$ cat src/rtl/voice_amp_mixer.sv
// Multi-voice envelope scaler and mixer: scales each oscillator voice by its envelope,
// sums the unmuted voices, applies master volume and saturates to a signed sample.
module voice_amp_mixer #(
    parameter int NUM_VOICES = 3,
    parameter int WAVE_W     = 12,
    parameter int ENV_W      = 8,
    parameter int VOL_W      = 4,
    parameter int OUT_W      = 16
) (
    input  logic                         clk,
    input  logic                         reset,
    input  logic                         sample_tick,
    input  logic [NUM_VOICES*WAVE_W-1:0] wave_in,
    input  logic [NUM_VOICES*ENV_W-1:0]  env_in,
    input  logic [NUM_VOICES-1:0]        voice_mute,
    input  logic [VOL_W-1:0]             master_vol,
    output logic signed [OUT_W-1:0]      mix_out,
    output logic                         mix_valid,
    output logic                         busy,
    output logic                         overrun
);

    localparam int ACC_W  = WAVE_W + $clog2(NUM_VOICES) + 1;
    localparam int IDX_W  = (NUM_VOICES > 1) ? $clog2(NUM_VOICES) : 1;
    localparam int GAIN_W = ((ENV_W > VOL_W) ? ENV_W : VOL_W) + 1;
    localparam int PROD_W = ACC_W + GAIN_W;

    typedef enum logic [1:0] {
        IDLE,
        SCALE,
        VOLUME,
        OUTPUT
    } state_t;

    state_t state_reg, state_next;

    logic [NUM_VOICES*WAVE_W-1:0] wave_reg;
    logic [NUM_VOICES*ENV_W-1:0]  env_reg;
    logic [NUM_VOICES-1:0]        mute_reg;
    logic [VOL_W-1:0]             vol_reg;
    logic [IDX_W-1:0]             idx_reg;
    logic signed [ACC_W-1:0]      acc_reg;
    logic signed [PROD_W-1:0]     m_reg;
    logic signed [OUT_W-1:0]      mix_out_reg;
    logic                         mix_valid_reg;
    logic                         overrun_reg;

    logic [WAVE_W-1:0] wave_arr [NUM_VOICES];
    logic [ENV_W-1:0]  env_arr  [NUM_VOICES];

    genvar gi;
    generate
        for (gi = 0; gi < NUM_VOICES; gi++) begin : g_unpack
            assign wave_arr[gi] = wave_reg[gi*WAVE_W +: WAVE_W];
            assign env_arr[gi]  = env_reg[gi*ENV_W +: ENV_W];
        end
    endgenerate

    logic [WAVE_W-1:0] cur_wave;
    logic [ENV_W-1:0]  cur_env;
    logic              cur_mute;

    always_comb begin
        cur_wave = '0;
        cur_env  = '0;
        cur_mute = 1'b0;
        for (int i = 0; i < NUM_VOICES; i++) begin
            if (idx_reg == IDX_W'(i)) begin
                cur_wave = wave_arr[i];
                cur_env  = env_arr[i];
                cur_mute = mute_reg[i];
            end
        end
    end

    // Offset-binary to two's complement: subtracting the midpoint just flips the MSB.
    logic signed [WAVE_W-1:0] wave_signed;
    assign wave_signed = {~cur_wave[WAVE_W-1], cur_wave[WAVE_W-2:0]};

    // Single shared multiplier: voice x envelope in SCALE, accumulator x volume in VOLUME.
    logic signed [ACC_W-1:0]  mul_a;
    logic signed [GAIN_W-1:0] mul_b;
    logic signed [PROD_W-1:0] mul_p;

    always_comb begin
        mul_a = '0;
        mul_b = '0;
        if (state_reg == VOLUME) begin
            mul_a = acc_reg;
            mul_b = {{(GAIN_W-VOL_W){1'b0}}, vol_reg};
        end else begin
            mul_a = {{(ACC_W-WAVE_W){wave_signed[WAVE_W-1]}}, wave_signed};
            mul_b = {{(GAIN_W-ENV_W){1'b0}}, cur_env};
        end
    end

    assign mul_p = mul_a * mul_b;

    // Taking bits above ENV_W is the floor shift; the scaled voice always fits in ACC_W.
    logic signed [ACC_W-1:0]  voice_term;
    logic signed [PROD_W-1:0] vol_scaled;

    assign voice_term = mul_p[ENV_W +: ACC_W];
    assign vol_scaled = mul_p >>> VOL_W;

    logic signed [OUT_W-1:0] sat_val;

    generate
        if (OUT_W >= PROD_W) begin : g_no_sat
            assign sat_val = OUT_W'(m_reg);
        end else begin : g_sat
            localparam logic signed [PROD_W-1:0] SAT_MAX =
                {{(PROD_W-OUT_W+1){1'b0}}, {(OUT_W-1){1'b1}}};
            localparam logic signed [PROD_W-1:0] SAT_MIN = ~SAT_MAX;

            always_comb begin
                sat_val = m_reg[OUT_W-1:0];
                if (m_reg > SAT_MAX) begin
                    sat_val = SAT_MAX[OUT_W-1:0];
                end else if (m_reg < SAT_MIN) begin
                    sat_val = SAT_MIN[OUT_W-1:0];
                end
            end
        end
    endgenerate

    always_comb begin
        state_next = state_reg;
        case (state_reg)
            IDLE:    if (sample_tick) state_next = SCALE;
            SCALE:   if (idx_reg == IDX_W'(NUM_VOICES-1)) state_next = VOLUME;
            VOLUME:  state_next = OUTPUT;
            OUTPUT:  state_next = IDLE;
            default: state_next = IDLE;
        endcase
    end

    always_ff @(posedge clk or posedge reset) begin
        if (reset) begin
            state_reg     <= IDLE;
            wave_reg      <= '0;
            env_reg       <= '0;
            mute_reg      <= '0;
            vol_reg       <= '0;
            idx_reg       <= '0;
            acc_reg       <= '0;
            m_reg         <= '0;
            mix_out_reg   <= '0;
            mix_valid_reg <= 1'b0;
            overrun_reg   <= 1'b0;
        end else begin
            state_reg     <= state_next;
            mix_valid_reg <= 1'b0;
            if (sample_tick && (state_reg != IDLE)) begin
                overrun_reg <= 1'b1;
            end
            case (state_reg)
                IDLE: begin
                    if (sample_tick) begin
                        wave_reg <= wave_in;
                        env_reg  <= env_in;
                        mute_reg <= voice_mute;
                        vol_reg  <= master_vol;
                        acc_reg  <= '0;
                        idx_reg  <= '0;
                    end
                end
                SCALE: begin
                    if (!cur_mute) begin
                        acc_reg <= acc_reg + voice_term;
                    end
                    idx_reg <= idx_reg + IDX_W'(1);
                end
                VOLUME: begin
                    m_reg <= vol_scaled;
                end
                OUTPUT: begin
                    mix_out_reg   <= sat_val;
                    mix_valid_reg <= 1'b1;
                end
                default: ;
            endcase
        end
    end

    assign mix_out   = mix_out_reg;
    assign mix_valid = mix_valid_reg;
    assign busy      = (state_reg != IDLE);
    assign overrun   = overrun_reg;

endmodule

$ cat config.mk
export PLATFORM = sky130hd
export DESIGN_NAME = voice_amp_mixer
export DESIGN_NICKNAME = d
export VERILOG_FILES = /design/src/rtl/voice_amp_mixer.sv
export SDC_FILE = /design/constraint.sdc
export NUM_CORES = 1
export LEC_CHECK = 0
export CAP_MARGIN = 20
export CORE_MARGIN = 10
export CORE_UTILIZATION = 45
export DETAILED_ROUTE_END_ITERATION = 16
export SLEW_MARGIN = 20
export SYNTH_ARGS = -nofsm -noshare
export SYNTH_HDL_FRONTEND = slang
export SYNTH_SLANG_ARGS = --single-unit
$ cat constraint.sdc
create_clock -name clk -period 9.1 [get_ports clk]
set_input_delay 0.91 -clock clk [delete_from_list [all_inputs] [get_ports clk]]
set_output_delay 0.91 -clock clk [all_outputs]
set_load 0.05 [all_outputs]
Yosys cells after proc, flatten, opt, wreduce, memory -nomap -nowiden
Cells that the tools add are included.
{ "classes": {"n_mul": 1, "n_bitwise": 1, "mux": 22, "n_reduce_logical": 9, "add_sub_neg": 2, "magnitude_cmp": 2, "n_eq_ne": 8} }
{ "ops": {"columns": ["operator", "n"], "rows": [
  ["two-way mux 15 bit", 3],
  ["two-way mux 12 bit", 3],
  ["two-way mux 16 bit", 2],
  ["two-way mux 8 bit", 4],
  ["one-hot mux 15 bit (2 select lines)", 1],
  ["multiplier 15 x 9 -> 24 bit", 1],
  ["> comparator 20 x 16 -> 1 bit (second input constant)", 1],
  ["less-than comparator 20 x 16 -> 1 bit (second input constant)", 1],
  ["adder 15 bit", 1],
  ["one-hot mux 2 bit (4 select lines)", 1],
  ["== test 2 bit (second input constant)", 3],
  ["two-way mux 2 bit", 3],
  ["!= test 2 bit (second input constant)", 3],
  ["AND reduction 2 bit", 3],
  ["== test 2 x 1 -> 1 bit (second input constant)", 2],
  ["zero test 2 bit", 2],
  ["two-way mux 1 bit", 4],
  ["one-hot mux 2 bit (2 select lines)", 1],
  ["nonzero test 2 bit", 2],
  ["AND reduction 3 bit", 1],
  ["adder 2 x 1 -> 2 bit (second input constant)", 1],
  ["logical AND 1 bit", 1],
  ["inverter 1 bit", 1]
]} }
{ "word_totals": {"word_cells": 56, "out_inout_bits": 19, "input_bits": 70, "regBits": 124} }

Logic depth before layout (Yosys ltp)
Gate-level depths: netlist of run 1.
{ "logic_depth": {"ltp_word": 10, "ltp_mapped": 35, "depth_no_buf": 33} }

Worst setup path after synthesis of run 1
OpenSTA, ideal clock, no wires.
{ "synth_path": {"path_kind": "flip-flop to flip-flop", "from": "reg idx_reg[0]", "to": "reg acc_reg[14]", "n_path_buf": 3, "arrival_time_ps": 7102, "t_required_ps": 8972, "stages_incl_launch_ff": 32, "synth_period_minus_slack_ps": 7231, "setup_ps": 128, "slack_ps": 1869, "path_cell_list": "dfrtp_1 -> inv_1 -> ha_1 -> buf_2 -> buf_1 -> a21oi_1 -> o21ai_0 -> clkbuf_1 -> nand2_1 -> fa_1 -> inv_1 -> fa_1 -> fa_1 -> inv_1 -> fa_1 -> inv_1 -> ha_1 -> a21o_1 -> a21oi_1 -> a21oi_1 -> o21ai_1 -> a21oi_1 -> or3_1 -> and2_1 -> ha_1 -> a21o_1 -> a21o_1 -> or3_1 -> o21a_1 -> nand3_1 -> nor2b_1 -> o211ai_2"} }
{ "synth_between": {"elab_chain_cells": 10, "word_cells_on_any_way": 21, "classes_between": "1 x add/sub; 1 x mul; 3 x eq/ne; 13 x mux; 1 x bitwise; 2 x reduce/logical"} }
{ "synth_lines": {"columns": ["item", "line", "source"], "rows": [
  ["start, declared", "41", "logic [IDX_W-1:0] idx_reg;"],
  ["start signal, assigned", "172", "idx_reg <= idx_reg + IDX_W'(1);"],
  ["zero test 2 bit", "68", "if (idx_reg == IDX_W'(i)) begin"],
  ["two-way mux 12 bit (3 in series)", "68", null],
  ["inverter 1 bit", "78", "assign wave_signed = {~cur_wave[WAVE_W-1], cur_wave[WAVE_W-2:0]};"],
  ["two-way mux 15 bit", "88", "if (state_reg == VOLUME) begin"],
  ["multiplier 15 x 9 -> 24 bit *", "97", "assign mul_p = mul_a * mul_b;"],
  ["net mul_p[20]", "83", "logic signed [PROD_W-1:0] mul_p;"],
  ["adder 15 bit *", "170", "acc_reg <= acc_reg + voice_term;"],
  ["two-way mux 15 bit *", "169", "if (!cur_mute) begin"],
  ["one-hot mux 15 bit (2 select lines) *", "157", "case (state_reg)"],
  ["end signal, assigned", "170", null],
  ["end, declared", "42", "logic signed [ACC_W-1:0] acc_reg;"]
]} }
Mark *: on every way through the listed nets, which the timed path passes. The rest lies on a longest branch. The select of a mux whose other input is x is not followed.
A chain may end at the register's enable or synchronous reset.

Worst setup path after layout of run 1
{ "layout_path": {"from": "reg state_reg[0]", "to": "reg acc_reg[14]"} }
{ "layout_between": {"elab_chain_cells": 6, "word_cells_on_any_way": 13, "classes_between": "1 x add/sub; 1 x mul; 4 x eq/ne; 4 x mux; 3 x reduce/logical"} }
{ "layout_lines": {"columns": ["item", "line", "source"], "rows": [
  ["start, declared", "35", "state_t state_reg, state_next;"],
  ["start signal, assigned", "152", "state_reg <= state_next;"],
  ["== test 2 bit *", "88", null],
  ["two-way mux 15 bit / two-way mux 8 bit (equally long branches)", "88", null],
  ["multiplier 15 x 9 -> 24 bit *", "97", null],
  ["net mul_p[16]", "83", null],
  ["adder 15 bit *", "170", null],
  ["two-way mux 15 bit *", "169", null],
  ["one-hot mux 15 bit (2 select lines) *", "157", null]
]} }
Marks and branches as above.

==> impl_metrics.env, run 1 <==
export IMPL_die_h_um=173
export IMPL_overflow=0
export IMPL_synth_seq_cells=124
export IMPL_synth_compound_area_share_pct=12.5
export IMPL_diodes=0
export IMPL_synth_top_family_by_area="adder cells"
export IMPL_hold_path_class="register to register"
export IMPL_gp_congestion=0.851
export IMPL_critPathLaunch="state_reg[0]"
export IMPL_port_buffers=88
export IMPL_antenna_found_initial=0
export IMPL_grt_max_degree=65
export IMPL_cp_end_kind="register"
export IMPL_critPathLaunchType="register"
export IMPL_cp_slowest_cell="ha_2"
export IMPL_clock_fmax_ghz=0.123
export IMPL_grt_total_usage_pct=17.4
export IMPL_hpwl_um=19600
export IMPL_nets=1413
export IMPL_drc=0
export IMPL_worst_hold_path_num_cells=1
export IMPL_crit_top_cell="inv_1"
export IMPL_synth_distinct_cells=65
export IMPL_drive_gt1_share_pct=12.7
export IMPL_muxShareOfSynthArea_pct=8.87
export IMPL_fillers=2149
export IMPL_grt_pass1_vias=8307
export IMPL_syn_to_final_growth_pct=17.4
export IMPL_fin_crit_sh_pct=89.5
export IMPL_dieArea_um2=30000
export IMPL_arrival_ns=8.45
export IMPL_final_cell_mix="inv_1, dfrtp_1, nor2_1, fa_1, clkdlybuf4s50_1"
export IMPL_syn_instance_count=1095
export IMPL_initial_utilization_pct=46.2
export IMPL_synth_simple_area_share_pct=11.8
export IMPL_async_reset_ff_share_pct=100
export IMPL_cts_htree_levels=4
export IMPL_postRouteWirelength_um=25100
export IMPL_regToRegEndpoint="acc_reg[14]"
export IMPL_routedWlPerCell_um=16.7
export IMPL_cts_sinks=124
export IMPL_largest_reg_flops=36
export IMPL_fin_crit_ns=8.15
export IMPL_worst_pin_slew_ns=0.901
export IMPL_critical_path_required_ns=9.40
export IMPL_ctsHoldBuffers=0
export IMPL_synthFlopType="dfrtp_1"
export IMPL_rows=55
export IMPL_syn_area_um2=10500
export IMPL_ctsRootBufferMaster="clkbuf_16"
export IMPL_yosysWarnings=0
export IMPL_clk_pin_slew_ns=0.06
export IMPL_ff2ff_path_depth=29
export IMPL_postCtsSetupBuffers=0
export IMPL_hold_viol_final=0
export IMPL_setup_violations_final=0
export IMPL_multi_input_area_um2=6570
export IMPL_fin_skew_ns=0.0109
export IMPL_route_vias_total=7834
export IMPL_setup_tns_ns=0
export IMPL_synth_edff_count=0
export IMPL_hold_worst_slack_ns=0.452
export IMPL_setup_worst_path_class="register to register"
export IMPL_cts_buffer_depth=2
export IMPL_slew_violations=0
export IMPL_grt_pass1_wl_um=42700
export IMPL_cts_buffers=17
export IMPL_core_um2=22800
export IMPL_reg2reg_slack_ns=0.95
export IMPL_final_common_cell="inv_1"
export IMPL_maxCapViolCount=0
export IMPL_dr_first_iter_drc_count=402
export IMPL_status="completed"
export IMPL_ff_latch_area_um2=3100
export IMPL_first_pass_iters=5
export IMPL_post_cts_resized=0
export IMPL_rsz0062_at_grt="false"
export IMPL_ant_nets=0
export IMPL_synth_fa_ha_area_share_pct=26.6
export IMPL_crit_fanout=48
export IMPL_clock_latency_ns=0.42
export IMPL_vias_per_cell=5.21
export IMPL_cp_endpoint="acc_reg[14]"
export IMPL_synthXorXnorAreaFrac_pct=2.49
export IMPL_seq_area_frac_synth_pct=29.4
export IMPL_syn_num_nets=1331
export IMPL_worst_r2r_startpoint="state_reg[0]"
export IMPL_cp_slowest_stage_delay_ns=0.80
export IMPL_slew_headroom_pct=39.9
export IMPL_synth_area_per_cell_um2=9.63
export IMPL_fin_area_um2=12400
export IMPL_die_w_um=173
export IMPL_ioPinCount=89
export IMPL_tritoncts="built"
export IMPL_place_area_um2=11800
==> cells by family after synthesis <==
logic type,after synthesis
AND/OR/NAND/NOR,278
XOR/XNOR,30
multiplexers,83
buffers and inverters,227
AO/OA/AOI/OAI,187
flip-flops,124
adder cells (fa/ha/maj),166
==> cell type report <==
type	instances	area share, %
clock inverter	14	1.48
tap	313	3.16
clock buffer	18	3.55
timing repair buffer	102	7.96
sequential	124	25.1
inverter	188	5.72
multi-input combinational	744	53.1
==> critical path, delay by kind of cell, from the launching register on <==
family	cells	cell delay [ns]
adders and majority gates	7	3.55
AOI/OAI and AO/OA	9	2.29
and+or+nand+nor	7	1.26
DFF	1	0.40
buffers and inverters	5	0.32
xor gates and xnor gates	1	0.17
==> metal layers <==
layer | global-route usage, % | vias to the layer above | wire (µm)
met2 | 30.7 | 129 | 12800
li1 | - | 3742 | -
met3 | 2.96 | 22 | 805
met1 | 21.7 | 3941 | 11100
met5 | 0 | - | 0
met4 | 4.28 | 0 | 372
==> worst min-delay path by stage <==
stage / to / startpoint / slack [ns]
3_5_place_dp: overrun / overrun / 0.44
3_3_place_gp: overrun / overrun / 0.44
2_1_floorplan: env_reg[17] / env_reg[17] / 0.47
4_1_cts: overrun / overrun / 0.46
6_report: overrun / overrun / 0.45
5_1_grt: overrun / overrun / 0.47
==> synth_stat cells (3+ instances only) <==
cell type	instances	area [µm²]
nand4_1	4	25.0
a21oi_1	48	240
buf_2	9	45.0
buf_1	3	11.3
nand2_1	83	312
a22o_1	14	123
a211oi_1	14	105
xnor2_1	20	175
mux2_2	80	901
ha_1	69	863
nor2b_1	14	87.6
o21a_1	4	30.0
nor2_1	114	428
nand3_1	5	25.0
o22ai_1	15	93.8
nand2b_1	20	125
inv_1	188	706
dfrtp_1	124	3100
fa_1	97	1940
o21ai_0	25	125
xor2_1	10	87.6
nor3_1	14	70.1
or2_2	4	25.0
a21o_1	31	233
or3_1	5	31.3
clkbuf_1	25	93.8
and2_1	5	31.3
a31o_2	4	35.0
==> stage by stage <==
stage	worst slack [ns]	std cells	utilization (%)
floorplan	1.87	1095	-
global placement	1.14	1470	51.4
CTS	1.05	1502	54.2
finish	0.954	1503	54.2
global route	0.451	1503	54.2
detailed placement	1.08	1470	51.4
Power of run 1 is not shown: default switching activity piles up to over one toggle a cycle in this logic, so the estimate is an artifact.
==> inputs of run 2 (changes only) <==
--- a/config.mk
+++ b/config.mk
@@ -6,7 +6,7 @@
 export NUM_CORES = 1
 export LEC_CHECK = 0
 export CAP_MARGIN = 20
-export CORE_MARGIN = 10
+export CORE_MARGIN = 3
 export CORE_UTILIZATION = 45
 export DETAILED_ROUTE_END_ITERATION = 16
 export SLEW_MARGIN = 20
==> impl_metrics.env, run 2 (same netlist as run 1, synthesis figures left out) <==
export IMPL_critPathLaunch="idx_reg[0]"
export IMPL_clock_fmax_ghz=0.123
export IMPL_cts_buffer_depth=2
export IMPL_maxCapViolCount=0
export IMPL_ctsRootBufferMaster="clkbuf_16"
export IMPL_preCtsSetupSlack_ns=1.01
export IMPL_grt_max_degree=65
export IMPL_crit_family="adder cells"
export IMPL_postCtsSetupBuffers=0
export IMPL_hpwl_um=18800
export IMPL_slew_violations=0
export IMPL_cp_end_kind="register"
export IMPL_place_area_um2=11700
export IMPL_vias_per_cell=5.15
export IMPL_dr_first_iter_drc_count=404
export IMPL_first_pass_iters=4
export IMPL_hold_path_class="register to register"
export IMPL_ctsHoldBuffers=0
export IMPL_fin_crit_ns=8.10
export IMPL_cp_slowest_cell="ha_1"
export IMPL_clock_latency_ns=0.43
export IMPL_grt_pass1_vias=8065
export IMPL_dieArea_um2=25300
export IMPL_worst_r2r_startpoint="idx_reg[0]"
export IMPL_setup_slack_ns=1.00
export IMPL_core_um2=22800
export IMPL_clk_pin_slew_ns=0.06
export IMPL_hold_viol_final=0
export IMPL_initial_utilization_pct=46.2
export IMPL_overflow=0
export IMPL_hold_worst_slack_ns=0.457
export IMPL_route_vias_total=7723
export IMPL_antenna_found_initial=0
export IMPL_ff_latch_area_um2=3100
export IMPL_largest_reg_flops=36
export IMPL_slew_headroom_pct=42.8
export IMPL_rows=55
export IMPL_multi_input_area_um2=6570
export IMPL_hold_start="overrun"
export IMPL_drc=0
export IMPL_critPathBufInv=6
export IMPL_setup_violations_final=0
export IMPL_routedWlPerCell_um=16.1
export IMPL_final_cell_mix="inv_1, dfrtp_1, nor2_1, fa_1, clkdlybuf4s50_1"
export IMPL_setup_worst_path_class="register to register"
export IMPL_grt_total_usage_pct=20.1
export IMPL_postRouteWirelength_um=24200
export IMPL_grt_pass1_wl_um=40900
export IMPL_setup_tns_ns=0
export IMPL_ioPinCount=89
export IMPL_die_h_um=159
export IMPL_status="completed"
export IMPL_crit_top_cell="inv_1"
export IMPL_arrival_ns=8.40
export IMPL_critPathLaunchType="register"
export IMPL_diodes=0
export IMPL_nets=1411
export IMPL_syn_to_final_growth_pct=16.9
export IMPL_gp_congestion=0.850
export IMPL_die_w_um=159
export IMPL_post_cts_resized=0
export IMPL_cts_htree_levels=4
export IMPL_drive_gt1_share_pct=12.5
export IMPL_rsz0062_at_grt="false"
export IMPL_fin_area_um2=12300
export IMPL_port_buffers=88
export IMPL_tritoncts="built"
export IMPL_cts_buffers=17
export IMPL_fin_skew_ns=0.0128
export IMPL_critical_path_required_ns=9.40
export IMPL_fin_crit_sh_pct=89.0
export IMPL_worst_pin_slew_ns=0.858
export IMPL_crit_fanout=20
export IMPL_fillers=2121
export IMPL_cp_slowest_stage_delay_ns=0.72
export IMPL_final_common_cell="inv_1"
export IMPL_cts_sinks=124
export IMPL_ant_nets=0
run 2: cell type report:
class	instances	area share [%]
sequential	124	25.2
multi-input combinational	744	53.3
clock buffer	18	3.48
timing repair buffer	100	7.87
clock inverter	14	1.29
tap	313	3.18
inverter	188	5.74
run 2: final timing paths:
path                               end  slack [ns]  cells after the start
min in group asynchronous  mute_reg[1]        0.99                      2
max reg2reg                acc_reg[14]        1.00                     30
min reg2reg                    overrun        0.46                      1
max in group asynchronous  acc_reg[13]        6.79                      3
max                        acc_reg[14]        1.00                     30
min                            overrun        0.46                      1
run 2: layer usage:
layer	track usage (%)	wire length [µm]	share of wire (%)
met1	26.5	10800	45
met2	34.2	12100	50
met3	3.20	829	3.4
met4	6.17	529	2.2
met5	0	0	0
run 2: stage by stage:
step	cells	utilization [%]
3_5_place_dp	1469	51.4
6_report	1501	54.0
3_3_place_gp	1469	51.4
4_1_cts	1501	54.0
5_1_grt	1501	54.0
2_1_floorplan	1095	-
Power of run 2 is left out for the same reason.
==> RTL change (config.mk and constraints of run 1) <==
Reset style: synchronous (`reset`), changed in one clocked block.
--- a/src/rtl/voice_amp_mixer.sv
+++ b/src/rtl/voice_amp_mixer.sv
@@ -135,7 +135,7 @@
         endcase
     end
 
-    always_ff @(posedge clk or posedge reset) begin
+    always_ff @(posedge clk) begin
         if (reset) begin
             state_reg     <= IDLE;
             wave_reg      <= '0;
Behaviour: differs if reset is asserted again (counterexample within 4 cycles, from zero or initial values and one cycle with reset high); with reset held inactive, the same outputs for 4 cycles.
==> RTL change against run 1 <==
Synthesized area decreased by 3.3%; setup slack got worse by 0.064 ns; sequential cell count unchanged; maximum frequency decreased by 0.78%; design area decreased by 3.5%; die area decreased by 2.9%; wire length increased by 13%; critical path type unchanged; highest routed layer unchanged.
Power is left out: it rests on default switching activity, and per cell area and clock period it moved more than threefold.
==> RTL change: results (changes against run 1) <==
* Slew headroom at 0.381 (was 0.399)
* CP max stage cell: ha_1 (was ha_2)
* Non-Filler Instances at 1677 (was 1503)
* Syn avg cell area at 7.73 um2 (was 9.63 um2)
* Inst Count DP at 1645 (was 1470)
* Share of cells above drive strength 1 at 0.0496 (was 0.127)
* WL/cell at 16.8 um (was 16.7 um)
* GR Util All Layers at 0.201 (was 0.174)
* Placer congestion estimate at 0.912 (was 0.851)
* Leading post-synthesis cells by cell area: dfxtp_1 (24%), fa_1 (19%), a21oi_1 (8.6%) (was dfrtp_1 (29%), fa_1 (18%), mux2_2 (8.5%))
* Largest net degree at the start of global routing at 72 (was 65)
* DRT iter0 DRCs at 582 (was 402)
* CP max FO at 25 (was 48)
* DPL Wire Length at 21900 um (was 19600 um)
* First-pass GRT wire length at 46600 um (was 42700 um)
* Worst-case reg-to-reg path depth at 35 (was 29)
* Netlist cell types at 53 (was 65)
* DP Area at 11300 um2 (was 11800 um2)
* Status: finished, final reports clean (unchanged)
* Seq/Total Area, Yosys at 0.243 (was 0.294)
* Crit path to: acc_reg[14] (unchanged)
* Number of global-route vias before repair at 8923 (was 8307)
* Post-Synth Adder-Cell Area at 0.275 (was 0.266)
* Post-synth top cells: nand2_1 (232), a21oi_1 (175), inv_1 (158), nor2_1 (142), dfxtp_1 (124) (was inv_1 (188), dfrtp_1 (124), nor2_1 (114), fa_1 (97), nand2_1 (83))
* Fin crit share at 0.902 (was 0.895)
* Clock skew at 0.0125 ns (was 0.0109 ns)
* Worst setup path startpoint: idx_reg[1] (was state_reg[0])
* Max incr delay on CP at 0.72 ns (was 0.80 ns)
* Share of flip-flops with an asynchronous set or reset at 0 (was 1.00)
==> RTL change: cell types whose count changed after synthesis, sizes merged, moves of 28 or more <==
cell	run 1	this run
mux2	81	0
dfrtp	124	0
inv	188	158
dfxtp	0	124
clkbuf	26	56
nand2	83	232
nor2	114	142
a21oi	50	177
==> RTL change: logic make-up (layout without fill, tap and decap cells) <==
group                      count (synthesis)  count (layout)
AOI/OAI and AO/OA                        283             283
xor gates and xnor gates                  29              29
adders and majority gates                166             166
buffers and inverters                    225             298
DFF                                      124             124
muxes                                     16              16
and+or+nand+nor                          476             476
==> RTL change: worst min-delay path by stage <==
stage,cells after the start,slack (ns),end
after floorplan,2,0.44,vol_reg[3]
after global placement,2,0.44,wave_reg[33]
after detailed placement,2,0.45,env_reg[19]
after CTS,2,0.46,env_reg[19]
final,2,0.45,env_reg[19]
after global routing,2,0.47,wave_reg[34]
==> RTL change: area by class of cell <==
type,instances,area [um2]
timing repair buffer,107,1020
sequential,124,2480
clock buffer,18,439
tap,285,357
fill,2204,10500
inverter,159,597
clock inverter,14,171
multi-input combinational,970,6870
==> RTL change: critical path: cells and delay by family (launching register included) <==
| kind | cells | cell delay (ns) |
|---|---|---|
| adder cells (fa/ha/maj) | 7 | 3.42 |
| AO/OA/AOI/OAI | 14 | 2.83 |
| AND/OR/NAND/NOR | 7 | 0.80 |
| buffers and inverters | 6 | 0.55 |
| flip-flops | 1 | 0.32 |
| XOR/XNOR | 1 | 0.18 |
==> RTL change: per-layer routing <==
layer,track usage,part of all wire
met5,0,0
met4,0.0503,0.017
met3,0.0359,0.044
met2,0.339,0.48
met1,0.261,0.45
